## config.mk

```make
export PLATFORM = sky130hd
export DESIGN_NAME = pccmd_sched
export DESIGN_NICKNAME = d
export VERILOG_FILES = /design/src/rtl/pccmd_pkg.sv /design/src/rtl/pccmd_frame_buf.sv /design/src/rtl/pccmd_sched.sv
export SDC_FILE = /design/constraint.sdc
export NUM_CORES = 1
export LEC_CHECK = 0
export CORE_ASPECT_RATIO = 2
export CORE_MARGIN = 10
export CORE_UTILIZATION = 59
export DETAILED_ROUTE_END_ITERATION = 8
export GPL_ROUTABILITY_DRIVEN = 0
export MAX_ROUTING_LAYER = met4
export PLACE_DENSITY = 0.86
export SYNTH_ARGS = -nofsm -noshare
export SYNTH_HDL_FRONTEND = slang
export SYNTH_SLANG_ARGS = --single-unit
```

## constraint.sdc

```tcl
create_clock -name camclk -period 3.85 [get_ports camclk]
set_clock_uncertainty 0.2 [all_clocks]
set_input_delay 0.77 -clock camclk [delete_from_list [all_inputs] [get_ports camclk]]
set_output_delay 0.77 -clock camclk [all_outputs]
set_load 0.01 [all_outputs]
```

## src/rtl/pccmd_pkg.sv

```systemverilog
// pccmd_pkg: state encoding, frame constants and boot table for the PC command sequencer
package pccmd_pkg;
  typedef logic [2:0] state_t;
  localparam state_t ST_BOOT     = 3'd0;
  localparam state_t ST_IDLE     = 3'd1;
  localparam state_t ST_COLLECT  = 3'd2;
  localparam state_t ST_CHECK    = 3'd3;
  localparam state_t ST_ISSUE    = 3'd4;
  localparam state_t ST_WAIT_ACK = 3'd5;
  localparam logic [7:0] FRAME_HDR = 8'hA5;
  localparam logic [7:0] MAX_PAIRS = 8'd4;
  localparam int BOOT_LEN = 3;
  // {addr, data}, written in index order
  localparam logic [15:0] BOOT_TABLE [BOOT_LEN] = '{16'h1280, 16'h0C04, 16'h3A0C};
endpackage

```

## src/rtl/pccmd_frame_buf.sv

```systemverilog
// pccmd_frame_buf: command frame store with write index, running XOR and field checks
module pccmd_frame_buf import pccmd_pkg::*; #(
  parameter int FRAME_LEN = 11
) (
  input  logic       i_clk,
  input  logic       i_rst_n,
  input  logic       i_we,
  input  logic       i_clr,
  input  logic [7:0] i_data,
  input  logic [1:0] i_k,
  output logic       o_last,
  output logic [2:0] o_n,
  output logic [7:0] o_pair_addr,
  output logic [7:0] o_pair_data,
  output logic       o_hdr_ok,
  output logic       o_cnt_ok,
  output logic       o_sum_ok
);
  localparam logic [3:0] LAST_IDX = 4'(FRAME_LEN - 1);
  logic [7:0] r_mem [FRAME_LEN];
  logic [3:0] r_idx;
  logic [7:0] r_sum;
  logic [3:0] w_ai;
  always_ff @(posedge i_clk)
    if (i_we) r_mem[r_idx] <= i_data;
  always_ff @(posedge i_clk or negedge i_rst_n)
    if (!i_rst_n) begin
      r_idx <= '0;
      r_sum <= '0;
    end else if (i_clr) begin
      r_idx <= '0;
      r_sum <= '0;
    end else if (i_we) begin
      r_idx <= r_idx + 4'd1;
      r_sum <= r_sum ^ i_data;
    end
  // pair k occupies bytes 2+2k (addr) and 3+2k (data)
  assign w_ai        = {1'b0, i_k, 1'b0} + 4'd2;
  assign o_pair_addr = r_mem[w_ai];
  assign o_pair_data = r_mem[w_ai + 4'd1];
  assign o_last      = r_idx == LAST_IDX;
  assign o_n         = r_mem[1][2:0];
  assign o_hdr_ok    = r_mem[0] == FRAME_HDR;
  assign o_cnt_ok    = r_mem[1] != 8'd0 && r_mem[1] <= MAX_PAIRS;
  assign o_sum_ok    = r_sum == 8'd0;
endmodule

```

## src/rtl/pccmd_sched.sv

```systemverilog
// pccmd_sched: frames PC command packets and sequences their register writes on a req/ack port
// Defining PCCMD_BOOTINIT_EN adds a boot-table replay ahead of PC traffic after reset.
module pccmd_sched import pccmd_pkg::*; #(
  parameter int GAP_TIMEOUT = 255,
  parameter int FRAME_LEN   = 11
) (
  input  logic       camclk,
  input  logic       camreset_n,
  input  logic       in_valid,
  input  logic [7:0] in_data,
  output logic       reg_req,
  output logic [7:0] reg_addr,
  output logic [7:0] reg_data,
  input  logic       reg_ack,
  output logic       busy,
  output logic       frame_ok,
  output logic [7:0] err_count
);
  localparam logic [7:0] GAP_LIM = 8'(GAP_TIMEOUT - 1);
`ifdef PCCMD_BOOTINIT_EN
  localparam state_t ST_RESET = ST_BOOT;
`else
  localparam state_t ST_RESET = ST_IDLE;
`endif
  state_t     r_state;
  logic [1:0] r_k;
  logic [7:0] r_gap, r_addr, r_data, r_err;
  logic       r_req, r_ovr, r_fok;
  logic       w_idle, w_collect, w_check, w_busy, w_we, w_at_last, w_last, w_to;
  logic       w_ok, w_err, w_ack, w_pair_last, w_hdr_ok, w_cnt_ok, w_sum_ok;
  logic [2:0] w_n;
  logic [7:0] w_pa, w_pd;
  pccmd_frame_buf #(.FRAME_LEN(FRAME_LEN)) u_buf (
    .i_clk(camclk), .i_rst_n(camreset_n), .i_we(w_we), .i_clr(w_check | w_to),
    .i_data(in_data), .i_k(r_k), .o_last(w_at_last), .o_n(w_n),
    .o_pair_addr(w_pa), .o_pair_data(w_pd),
    .o_hdr_ok(w_hdr_ok), .o_cnt_ok(w_cnt_ok), .o_sum_ok(w_sum_ok)
  );
  assign w_idle      = r_state == ST_IDLE;
  assign w_collect   = r_state == ST_COLLECT;
  assign w_check     = r_state == ST_CHECK;
  assign w_busy      = !(w_idle || w_collect);
  assign w_we        = in_valid & !w_busy;
  assign w_last      = in_valid & w_at_last;
  // the timeout fires on the GAP_TIMEOUT-th consecutive idle cycle
  assign w_to        = w_collect & !in_valid & (r_gap >= GAP_LIM);
  assign w_ok        = w_hdr_ok & w_cnt_ok & w_sum_ok;
  assign w_ack       = r_req & reg_ack;
  assign w_pair_last = {1'b0, r_k} == w_n - 3'd1;
  assign w_err       = (w_check & !w_ok) | w_to | (in_valid & w_busy & !r_ovr);
  assign reg_req     = r_req;
  assign reg_addr    = r_addr;
  assign reg_data    = r_data;
  assign busy        = w_busy;
  assign frame_ok    = r_fok;
  assign err_count   = r_err;
`ifdef PCCMD_BOOTINIT_EN
  logic [15:0] w_boot;
  logic        w_boot_last;
  assign w_boot      = BOOT_TABLE[r_k];
  assign w_boot_last = r_k == 2'(BOOT_LEN - 1);
`endif
  always_ff @(posedge camclk or negedge camreset_n)
    if (!camreset_n) begin
      r_state <= ST_RESET;
      r_k     <= '0;
      r_gap   <= '0;
      r_addr  <= '0;
      r_data  <= '0;
      r_err   <= '0;
      r_req   <= 1'b0;
      r_ovr   <= 1'b0;
      r_fok   <= 1'b0;
    end else begin
      r_fok <= w_check & w_ok;
      r_err <= (w_err && r_err != 8'hFF) ? r_err + 8'd1 : r_err;
      r_ovr <= w_idle ? 1'b0 : r_ovr | (in_valid & w_busy);
      r_gap <= (w_collect && !in_valid && r_gap != 8'hFF) ? r_gap + 8'd1 : 8'd0;
      case (r_state)
        ST_IDLE:    r_state <= in_valid ? ST_COLLECT : ST_IDLE;
        ST_COLLECT: r_state <= w_to ? ST_IDLE : w_last ? ST_CHECK : ST_COLLECT;
        ST_CHECK: begin
          r_state <= w_ok ? ST_ISSUE : ST_IDLE;
          if (w_ok) begin
            r_req  <= 1'b1;
            r_addr <= w_pa;
            r_data <= w_pd;
          end
        end
        // a request drops for one cycle after each ack before the next pair rises
        ST_ISSUE, ST_WAIT_ACK:
          if (w_ack) begin
            r_req   <= 1'b0;
            r_k     <= w_pair_last ? 2'd0 : r_k + 2'd1;
            r_state <= w_pair_last ? ST_IDLE : ST_ISSUE;
          end else if (!r_req) begin
            r_req   <= 1'b1;
            r_addr  <= w_pa;
            r_data  <= w_pd;
            r_state <= ST_WAIT_ACK;
          end else r_state <= ST_WAIT_ACK;
`ifdef PCCMD_BOOTINIT_EN
        ST_BOOT:
          if (w_ack) begin
            r_req   <= 1'b0;
            r_k     <= w_boot_last ? 2'd0 : r_k + 2'd1;
            r_state <= w_boot_last ? ST_IDLE : ST_BOOT;
          end else if (!r_req) begin
            r_req  <= 1'b1;
            r_addr <= w_boot[15:8];
            r_data <= w_boot[7:0];
          end
`endif
        default: r_state <= ST_IDLE;
      endcase
    end
endmodule

```

==> metrics.md <==
| Metric | Value |
|---|---|
| Layout cell share with drive strength beyond 1 | `0.1698` |
| Post-Route Setup TNS | `0 ns` |
| Status | `finished, final reports clean` |
| Syn nets | `437` |
| Synth top area share | `0.4672` |
| 1st-iter DRT viols | `about 340` |
| Initial Util | `0.6080` |
| First-pass DRT Iterations | `4` |
| Final net count | `a little under 500` |
| Syn_area_per_cell | `14.87 um^2` |
| Top FF cell, synth | `edfxtp_1` |
| Slew HR | `0.1665` |
| Detailed Place HPWL | `8.493 mm` |
| Post-Syn Area | `0.006171 mm^2` |
| RSZ-0062 raised after global routing | `false` |
| YS warnings | `0` |
| Ant. Diodes | `0` |
| Required @ worst endpoint | `around 2.9 ns` |
| Worst-path clk slew | `0.06 ns` |
| Synth unique cells | `50` |
| Max Clk Rate | `about 330 MHz` |
| Initial antenna violation count | `0` |
| Ports | `39` |
| Met3 routed WL | `675 um` |
| Fill cell count | `roughly 670` |
| FF-to-FF End | `reg_data[2]$_DFFE_PN0P_` |
| Max FO, Critical Path | `8` |
| CTS Hold Bufs | `0` |
| Root Buffer | `clkbuf_16` |
| Post-synthesis sequential area ratio | `0.6782` |
| Core footprint | `0.01015 mm^2` |
| Worst reg-to-reg path cell count | `5` |
| Global route total overflow | `0` |
| M1 WL | `4.601 mm` |
| Met2 wire len | `roughly 6.8 mm` |
| DIE AREA | `0.01520 mm^2` |
| Fraction of registers with async set/reset | `0.3514` |
| PortBufs | `38` |
| Largest net degree at the start of global routing | `36` |
| Final hold violation count | `0` |
| Max Cap Viol | `0` |
| Crit share post-route | `0.7851` |
| Post-CTS setup buffer count | `0` |
| Crit path arrival time | `2.05 ns` |
| CTS tree | `built` |
| Wire per inst | `20.34 um` |
| Power Density | `590.4 mW/mm^2` |
| Most frequent cells in the layout | `edfxtp_1, nor2_1, dfrtp_1, clkdlybuf4s50_1, nand2_1` |
| Hold/Removal Path Class | `input port to async pin` |
| DRC | `0` |
| Vias | `3543` |
| Rows | `52` |
| First-pass GRT wire length | `20.22 mm` |
| Lkg Pwr | `0.002727 uW` |
| H-tree levels | `4` |
| Tmin final | `around 3 ns` |
| Drt via density | `5.789` |
| Total Power | `about 4300 uW` |
| Num CTS Buffers | `17` |
| Area growth syn-to-layout | `18.53%` |
| Worst r2r src | `r_k[1]$_DFFE_PN0P_` |
| Slew Viols, Final | `0` |
| Die width | `92.32 um` |
| Clock Latency Late Sink | `0.42 ns` |
| Routed WL | `between 10 and 15 mm` |
| Post_cts resized | `0` |
| DIE HEIGHT | `164.6 um` |
| Synthesized instance count | `approximately 420` |
| CP Launch Type | `flip-flop` |
| # setup viols final | `0` |
| Clk sink count | `148` |
| EDFF count, synth | `96` |
| #FFs+latches synth | `approximately 150` |
| Largest cells by area after synthesis | `edfxtp_1, dfrtp_1, mux4_2, nor2_1, mux2_2` |
| Deepest clock path buffer count | `2` |
| Area leader, netlist | `edfxtp_1` |
| Post-route antenna net violation count | `0` |
| Gr usage total | `0.1803` |
| Critical setup path kind | `flip-flop to primary output` |
| Slew @ Worst Pin | `about 1.2 ns` |
| Vias in the first global route | `3852` |
| Most common cell after layout, fill and taps aside | `edfxtp_1` |
| IR drop worst, VDD | `0.4629 mV` |
| R2R Setup Slk | `approximately 0.97 ns` |
| Crit end category | `primary output` |
| Highest Signal Layer | `met4` |
-- power breakdown --
group / switching, uW / total, uW / internal, uW
registers: 150 / 2020 / 1870
logic: 365 / 659 / 294
clock network: 654 / 1640 / 988
total: 1170 / 4320 / 3150
-- synth_stat cells (2+ instances only) --
library cell,instances
nor4b_1,2
o21ai_2,2
ha_1,10
mux4_2,16
nand3_1,7
xnor2_1,5
inv_1,8
clkbuf_1,11
nand2_1,26
edfxtp_1,96
o21ai_0,6
or3_1,2
nand4_1,5
xor2_1,20
mux2_2,16
nand2b_1,6
buf_2,3
nor2_1,51
mux2i_1,16
nor2b_1,3
nor3_1,5
dfrtp_1,51
and3_1,2
a21oi_1,20
-- how the worst max path moves through the flow --
stage	startpoint	end	slack, ns
global placement	in_valid	err_count[1]$_DFFE_PN0P_	0.50
global route	r_state[1]$_DFF_PN0_	busy	0.74
CTS	r_state[1]$_DFF_PN0_	busy	0.82
detailed placement	in_valid	u_buf.r_sum[0]$_DFFE_PN0P_	0.45
finish	r_state[1]$_DFF_PN0_	busy	0.83
floorplan	r_state[0]$_DFF_PN1_	u_buf.r_mem[0][0]$_DFFE_PP_	0.97
-- per-stage QoR --
stage	hold slack (ns)	instance area [um^2]	util	cells	setup slack, ns
finish	0.1591	7315	0.7207	612	0.8275
floorplan	0.2744	6171	-	415	0.9704
global route	0.1918	7315	0.7207	612	0.7369
CTS	0.1657	7315	0.7207	612	0.8197
global placement	0.2899	6704	0.6605	580	0.5009
detailed placement	0.2951	6704	0.6605	580	0.4543
-- flip-flops by register name, summed over array words and instances (netlist names) --
| signal | flops |
|---|---|
| r_state | 3 |
| reg_req | 1 |
| u_buf.r_idx | 4 |
| u_buf.r_sum | 8 |
| r_ovr | 1 |
| reg_addr | 8 |
| u_buf.r_mem | 96 |
| r_k | 2 |
| err_count | 8 |
| r_gap | 8 |
| frame_ok | 1 |
| reg_data | 8 |
-- final cells by class --
type	instances	area, um^2	share of cell area
clock buffer	22	529.3	0.07236
inverter	8	30.03	0.004105
timing repair buffer	46	435.4	0.05953
multi-input combinational	243	1884	0.2576
tap	135	168.9	0.02309
sequential	148	4185	0.5722
clock inverter	10	81.33	0.01112
-- routing by layer --
metal	track usage	vias up
li1	-	1620
met1	0.1899	1784
met2	0.3003	119
met3	0.05230	20
met4	0.09379	0
met5	-	-
-- cell families after synthesis --
| kind of cell | after synthesis | share of synthesized area |
|---|---|---|
| AO/OA/AOI/OAI | 40 | 0.04258 |
| multiplexers | 49 | 0.1154 |
| buffers and inverters | 24 | 0.01642 |
| AND/OR/NAND/NOR | 119 | 0.09165 |
| adder cells (fa/ha/maj) | 10 | 0.02028 |
| flip-flops | 148 | 0.6782 |
| XOR/XNOR | 25 | 0.03548 |
-- critical path: stages (launching register included) --
cell             delay [ns]
dfrtp_1                0.46
nand2b_1               0.21
a21oi_1                0.37
inv_1                  0.09
clkdlybuf4s50_1        0.50
No activity file was read; power rests on OpenSTA's default activity.
